`src/rtl/tape_ctrl.sv`:
```
// tape_ctrl: CAS player transport FSM turning image, OSD and motor events into play/rewind/LED.
module tape_ctrl #(
  parameter int MOTOR_OFF_DLY = 26850,
  parameter int REWIND_LEN    = 4,
  parameter int BLINK_BIT     = 20
) (
  input  logic       clk,
  input  logic       reset_n,
  input  logic       ce_5m3,
  input  logic       img_loaded,
  input  logic       img_new,
  input  logic       btn_play,
  input  logic       btn_rewind,
  input  logic       motor,
  output logic       play,
  output logic       rewind,
  output logic       led,
  output logic [2:0] state_o
);
  typedef enum logic [2:0] {
    EMPTY   = 3'd0,
    REWIND  = 3'd1,
    STOPPED = 3'd2,
    PLAYING = 3'd3,
    HOLD    = 3'd4,
    PAUSED  = 3'd5
  } state_t;
  state_t             state_q, state_d;
  logic [15:0]        hold_cnt_q, hold_cnt_d;
  logic [7:0]         rew_cnt_q, rew_cnt_d;
  logic [BLINK_BIT:0] tick_cnt_q, tick_cnt_d;
  always_comb begin
    state_d    = state_q;
    hold_cnt_d = hold_cnt_q;
    rew_cnt_d  = rew_cnt_q;
    tick_cnt_d = tick_cnt_q + {{BLINK_BIT{1'b0}}, ce_5m3};
    if (!img_loaded) state_d = EMPTY;
    else if (img_new || (btn_rewind && state_q != EMPTY)) begin
      state_d   = REWIND;
      rew_cnt_d = 8'(REWIND_LEN - 1);
    end else begin
      case (state_q)
        REWIND: begin
          state_d   = (rew_cnt_q == '0) ? STOPPED : REWIND;
          rew_cnt_d = (rew_cnt_q == '0) ? rew_cnt_q : rew_cnt_q - 8'd1;
        end
        STOPPED: state_d = btn_play ? PAUSED : motor ? PLAYING : STOPPED;
        PLAYING: begin
          state_d    = btn_play ? PAUSED : motor ? PLAYING : HOLD;
          hold_cnt_d = 16'(MOTOR_OFF_DLY - 1);
        end
        // motor return beats a coincident tick; the hold count is simply abandoned
        HOLD: begin
          state_d    = btn_play ? PAUSED : motor ? PLAYING :
                       (ce_5m3 && hold_cnt_q == '0) ? STOPPED : HOLD;
          hold_cnt_d = (ce_5m3 && hold_cnt_q != '0) ? hold_cnt_q - 16'd1 : hold_cnt_q;
        end
        PAUSED: state_d = !btn_play ? PAUSED : motor ? PLAYING : STOPPED;
        default: state_d = state_q;
      endcase
    end
  end
  always_ff @(posedge clk) begin
    if (!reset_n) begin
      state_q    <= EMPTY;
      hold_cnt_q <= '0;
      rew_cnt_q  <= '0;
      tick_cnt_q <= '0;
    end else begin
      state_q    <= state_d;
      hold_cnt_q <= hold_cnt_d;
      rew_cnt_q  <= rew_cnt_d;
      tick_cnt_q <= tick_cnt_d;
    end
  end
  assign play    = (state_q == PLAYING) || (state_q == HOLD);
  assign rewind  = (state_q == REWIND);
  assign led     = play || ((state_q == PAUSED) && tick_cnt_q[BLINK_BIT]);
  assign state_o = state_q;
endmodule
```
`config.mk`:
```
export PLATFORM = sky130hd
export DESIGN_NAME = tape_ctrl
export DESIGN_NICKNAME = d
export VERILOG_FILES = /design/src/rtl/tape_ctrl.sv
export SDC_FILE = /design/constraint.sdc
export NUM_CORES = 1
export LEC_CHECK = 0
export ABC_AREA = 1
export CAP_MARGIN = 5
export CORE_MARGIN = 2
export CORE_UTILIZATION = 45
export CTS_CLUSTER_SIZE = 28
export DETAILED_ROUTE_END_ITERATION = 8
export PLACE_DENSITY = 0.71
export RECOVER_POWER = 25
export SLEW_MARGIN = 5
export SYNTH_ARGS = -nofsm -noshare
export SYNTH_HDL_FRONTEND = slang
export SYNTH_SLANG_ARGS = --single-unit
export TNS_END_PERCENT = 30
```
`constraint.sdc`:
```
create_clock -name clk -period 4 [get_ports clk]
set_clock_uncertainty 0.05 [all_clocks]
set_input_delay 1.2 -clock clk [delete_from_list [all_inputs] [get_ports clk]]
set_output_delay 1.2 -clock clk [all_outputs]
set_load 0.05 [all_outputs]
```
==> key figures, run 1 <==
Critical path
  – Setup crit start kind: flip-flop
  – Crit. End Element: primary output
  – Critical path class: flip-flop to primary output
  – WP data required: 2750 ps
  – Worst Path Max Fanout: 6
  – Critical Path AT: 2130 ps

Placed design
  – Port buffer count: 13
  – Placed cell count: 477
  – Final RePlAce weighted congestion: 0.849
  – DPL Wire Length: 4.02 mm

Global routing
  – First-pass GRT wire length: 9.71 mm
  – Largest net degree at the start of global routing: 27
  – Initial antenna violation count: 0
  – Total track usage: 0.187
  – Vias in the first global route: 2211
  – Total grt overflow: 0

CTS
  – Quantity of hold-fixing buffers added after cts: 0
  – Worst-path clk slew: 80 ps
  – CTS max path bufs: 2
  – H-Tree Level Count: 2
  – Worst-Skew Late Latency: 300 ps
  – CTS buffer count: 5
  – Post_cts resized: 0
  – Post-CTS setup repair buffer count: 0
  – CTS tree: yes
  – Clock Tree Root: clkbuf_8
  – Clock sinks: 48

Floorplanning
  – Die Width: 80.8 um
  – Chip height: 80.8 um
  – I/O pins: 14
  – Initial cell density of the core: 0.473
  – # rows: 27
  – Total core area: 5610 sq um
  – Die ar.: 6520 sq um

STA
  – Setup_tns: 0 ps
  – Endpoints failing setup: 0
  – Fin crit share: 0.844
  – Minimum clock period: 3380 ps
  – Max Freq: 0.296 GHz
  – Fin. max-slew vios: 0
  – Slew @ Worst Pin: 505 ps
  – Slew HR: 0.662
  – Final hold violation count: 0
  – RSZ-0062 raised after global routing: false

Route
  – Vias: 2472
  – Router iterations before antenna repair: 5
  – WL/cell: 11.3 um
  – Drt drc: 0
  – Final WL: 5.49 mm
  – DRT antenna net count: 0
  – Iter 0 DRT Violations: 114
  – Via density: 5.10

Pwr
  – VDD IR max: 0.235 mV
  – Leak: 0.00129 uW
  – PD cells: 325 nW/um^2

Finish
  – Final nets: 426
  – Post-synthesis to final-layout area growth: 11.9%
  – Number of inserted diodes: 0
  – Post-layout util: 0.529
  – Fill count: 561
  – Layout cells sized above 1: 0.0557
  – Fin cells: 485

Yosys
  – Synthesized area: 2650 sq um
  – Largest family of logic cells by synthesized area: simple AND/OR/NAND/NOR gates
  – Seq/Total Area, Yosys: 0.362
  – Post-Synth Adder-Cell Area: 0.0283
  – Multiplexer share of the synthesized area: 0
  – Xor-xnor portion of the synthesized cell area: 0.0330
  – Area fraction in compound gates after synthesis: 0.143
  – Post-Synth Simple-Gate Area: 0.339
  – Synth Area per Inst: 6.70 sq um
  – Cell variety after synth: 36
  – Syn Inst Count: 396
  – Yosys warns: 0
  – Synthesis-stage register bit count: 48
  – Post-Syn Nets: 410

Status
  – Outcome: finished clean

Worst hold path
  – Worst hold path type: flip-flop to flip-flop

Job
  – Total of max-cap violations: 0
registers in the layout, indices dropped and copies added, names as in the netlist:
| name | flops |
|---|---|
| state_o | 3 |
| rew_cnt_q | 8 |
| hold_cnt_q | 16 |
| tick_cnt_q | 21 |
area by class of cell:
cell class / instances / area [sq um] / share of cell area
multi-input cells: 287 / 1440 / 0.485
flip-flops and latches: 48 / 961 / 0.324
inverters: 54 / 203 / 0.0683
repair buffers: 16 / 153 / 0.0515
well taps: 72 / 90.1 / 0.0304
clock buffers: 6 / 82.6 / 0.0278
clock inverters: 2 / 38.8 / 0.0131
per-layer routing:
layer,global-route usage,routed length [um]
met5,0,0
met4,0.0559,65
met3,0.0367,184
met2,0.317,2470
met1,0.241,2770
worst max-delay path, stage by stage, from the launching register on:
cell	delay, ps
dfxtp_1	410
inv_2	80
nor2_1	240
nand2_1	110
nand2_2	100
inv_1	40
nand2_1	50
clkdlybuf4s50_1	790
power by group:
group	internal [uW]	leakage, uW	switching [uW]	total, uW
Combinational	37.5	0.000842	62.5	100
Sequential	487	0.000388	7.38	495
Clock	205	0.0000614	165	370
Total	729	0.00129	235	964
cells in the mapped netlist, drive strengths merged:
master | instances | area [sq um]
dfxtp | 48 | 961
o31ai | 1 | 7.51
o21a | 2 | 15.0
nand2 | 94 | 358
buf | 4 | 35.0
a21oi | 29 | 168
ha | 6 | 75.1
a21boi | 3 | 22.5
o22ai | 1 | 6.26
clkinv | 1 | 3.75
o211ai | 1 | 7.51
nand3 | 23 | 120
nand4 | 7 | 43.8
a21o | 1 | 7.51
inv | 53 | 199
clkbuf | 3 | 11.3
nor3 | 16 | 85.1
a211oi | 2 | 15.0
nor3b | 6 | 45.0
nand3b | 1 | 7.51
nor2 | 55 | 214
xor2 | 8 | 70.1
a31oi | 5 | 31.3
o21ai | 20 | 100
or2 | 3 | 18.8
and3 | 1 | 6.26
xnor2 | 2 | 17.5
layout by cell type (no fill, tap or decap), types with 3 or more instances in the layout:
cell type / synthesis / routed
nand2_1: 92 / 93
a21oi_1: 27 / 27
a31oi_1: 5 / 5
xor2_1: 8 / 8
buf_4: 1 / 3
o21ai_1: 3 / 3
nor3b_1: 6 / 6
nand4_1: 7 / 7
o21ai_0: 17 / 17
or2_2: 3 / 3
a21boi_0: 3 / 3
nor2_2: 3 / 3
clkdlybuf4s50_1: 0 / 10
nand3_1: 22 / 22
dfxtp_1: 48 / 48
clkbuf_8: 0 / 6
ha_1: 6 / 6
inv_1: 52 / 52
nor3_1: 15 / 15
dlygate4sd3_1: 0 / 3
nor2_1: 52 / 52
kinds of logic (layout without fill, tap and decap cells):
group,count (synthesis),after routing
compound gates,65,65
xor+xnor,10,10
fa+ha+maj,6,6
buf+inv,61,78
flops,48,48
simple gates,206,206
final timing paths:
kind                 startpoint        endpoint  cells after the start  slack (ps)
setup / recovery     state_o[1]             led                      7         620
hold / removal     rew_cnt_q[7]    rew_cnt_q[7]                      2         420
setup reg to reg  tick_cnt_q[0]  tick_cnt_q[14]                     13        1960
hold reg to reg    rew_cnt_q[7]    rew_cnt_q[7]                      2         420
stage by stage:
step	cell area [sq um]	worst slack, ps	hold slack, ps	total power, uW
floorplan	2650	1010	387	578
global placement	2850	652	402	604
detailed placement	2850	541	409	606
CTS	2970	630	422	977
global route	2970	518	452	1010
finish	2970	622	420	964
No activity file was read; power rests on OpenSTA's default activity.
==> run 2: changes to the inputs <==
- clock period: 4 -> 3.4 ns (I/O delays scaled with it)
==> run 2 against run 1 <==
Sequential share of layout area grew 0.068 points. Critical path type unchanged. Routed wire length shrank 2.5%. First-iteration DRC count grew 7.0%. Power grew 15%. Flip-flop and latch count is the same. Non-clock buffer count is the same. Die area is the same. Clock power grew 12%. Cell area shrank 0.21%. Largest cell class unchanged. Via count shrank 0.12%.
==> key figures, run 2 (synthesis gave the netlist of run 1 again) <==
Placed design
  – Final RePlAce weighted congestion: 0.922 (+8.6%)
  – Port buffer count: 13 (unchanged)
  – Post-placement cell area: 2850 sq um (unchanged)
  – DPL Wire Length: 4.04 mm (+0.51%)

Finish
  – Post-synthesis to final-layout area growth: 11.7%
  – Fill count: 553 (-1.4%)
  – Most frequent cells in the layout: nand2_1 (93), inv_1 (52), nor2_1 (52)
  – Post-route cell area: 2960 sq um (-0.21%)
  – Final nets: 426 (unchanged)
  – Biggest register: tick_cnt_q
  – Max reg flops: 21 (unchanged)
  – Commonest non-fill, non-tap cell in the layout: nand2_1
  – Layout cells sized above 1: 0.0557 (unchanged)
  – Biggest regs: tick_cnt_q x21, hold_cnt_q x16, rew_cnt_q x8
  – Number of inserted diodes: 0 (unchanged)

CTS
  – Post-CTS setup repair buffer count: 0 (unchanged)
  – Worst-path clk slew: 90 ps (about the same)
  – CTS max path bufs: 2 (unchanged)
  – CTS tree: yes
  – Worst-Skew Late Latency: 300 ps (about the same)
  – Clock sinks: 48 (unchanged)
  – Quantity of hold-fixing buffers added after cts: 0 (unchanged)
  – CTS buffer count: 5 (unchanged)
  – Clock Tree Root: clkbuf_8
  – H-Tree Level Count: 2 (unchanged)
  – Post_cts resized: 0 (unchanged)

Critical path
  – Reg2reg start: hold_cnt_q[0]
  – Critical path class: flip-flop to primary output
  – Worst path buffer plus inverter count: 3 (unchanged)
  – Crit. End Element: primary output
  – Worst path most repeated cell: nand2_1
  – CP cell instances: inv_2 -> nor2_1 -> nand2_1 -> nand2_2 -> inv_1 -> nand2_1 -> clkdlybuf4s50_1
  – Worst Path Max Fanout: 6 (unchanged)
  – CP max stage delay: 790 ps (about the same)
  – Critical Path AT: 2070 ps (-60 ps)
  – WP data required: 2330 ps (-420 ps)
  – CP delay by family, top: buffers and inverters
  – Critical path's slowest cell: clkdlybuf4s50_1
  – Setup crit start kind: flip-flop
  – Crit. Startpoint: state_o[1]

Global routing
  – Largest net degree at the start of global routing: 26 (-3.7%)
  – Total grt overflow: 0 (unchanged)
  – Initial antenna violation count: 0 (unchanged)
  – Total track usage: 0.176 (-0.0110)
  – Vias in the first global route: 2212 (+0.045%)
  – First-pass GRT wire length: 9.24 mm (-4.8%)

Route
  – Final WL: 5.35 mm (-2.5%)
  – WL/cell: 11.0 um (-2.5%)
  – Via density: 5.09 (-0.12%)
  – Iter 0 DRT Violations: 122 (+7.0%)
  – Vias: 2469 (-0.12%)
  – Router iterations before antenna repair: 4 (-1)
  – DRT antenna net count: 0 (unchanged)
  – Drt drc: 0 (unchanged)

STA
  – Minimum clock period: 3140 ps
  – Slew @ Worst Pin: 510 ps (+5.74 ps)
  – Endpoints failing setup: 0 (unchanged)
  – Final hold violation count: 0 (unchanged)
  – Fin crit share: 0.924
  – Max Freq: 0.318 GHz
  – Fin. max-slew vios: 0 (unchanged)
  – RSZ-0062 raised after global routing: false
  – Slew HR: 0.659 (-0.00384)
  – Hold_ws: 419 ps (-0.828 ps)
  – Setup_tns: 0 ps (unchanged)

Pwr
  – Leak: 0.00129 uW (-0.53%)
  – PD cells: 376 nW/um^2 (+16%)
  – VDD IR max: 0.234 mV (-0.50%)

Floorplanning
  – Die ar.: 6520 sq um (unchanged)
  – Total core area: 5610 sq um (unchanged)
  – Chip height: 80.8 um (unchanged)
  – I/O pins: 14 (unchanged)
  – Initial cell density of the core: 0.473 (unchanged)
  – Die Width: 80.8 um (unchanged)
  – # rows: 27 (unchanged)

Worst hold path
  – Worst hold path type: flip-flop to flip-flop
  – Hold Crit Start: rew_cnt_q[7]

Job
  – Total of max-cap violations: 0 (unchanged)

Status
  – Outcome: finished clean
-- run 2: cell type report --
| cell class | instances | area [sq um] | area share |
|---|---|---|---|
| Timing Repair Buffer | 16 | 153 | 0.0516 |
| Tap cell | 72 | 90.1 | 0.0304 |
| Sequential cell | 48 | 961 | 0.325 |
| Inverter | 54 | 203 | 0.0685 |
| Clock inverter | 3 | 46.3 | 0.0156 |
| Multi-Input combinational cell | 287 | 1440 | 0.486 |
| Clock buffer | 5 | 68.8 | 0.0232 |
-- run 2: worst paths after layout --
path,endpoint,slack [ps],cells past startpoint
max,led,260,7
min,rew_cnt_q[7],420,2
max reg2reg,hold_cnt_q[4],1370,10
min reg2reg,rew_cnt_q[7],420,2
-- run 2: where the power goes --
part	switching (uW)	internal [uW]
sequential	8.23	573
clock	193	222
combinational	72.8	44.3
total	274	839
-- run 2: stage by stage --
| stage | worst slack, ps | util | std cells | power, uW |
|---|---|---|---|---|
| global placement | 227 | 0.508 | 477 | 710 |
| floorplan | 588 | - | 396 | 679 |
| global route | 84.7 | 0.528 | 485 | 1170 |
| finish | 260 | 0.528 | 485 | 1110 |
| detailed placement | 171 | 0.508 | 477 | 712 |
| CTS | 243 | 0.528 | 485 | 1130 |
-- run 2: tightest hold or removal path, delay by kind of cell (launching register included) --
kind / cells / cell delay (ps)
and+or+nand+nor: 1 / 60
AOI/OAI and AO/OA: 1 / 60
DFF: 1 / 320
-- run 2: layer usage --
layer / wire length (um) / track usage
met1: 2730 / 0.226
met2: 2400 / 0.303
met3: 171 / 0.0356
met4: 44 / 0.0458
met5: 0 / 0
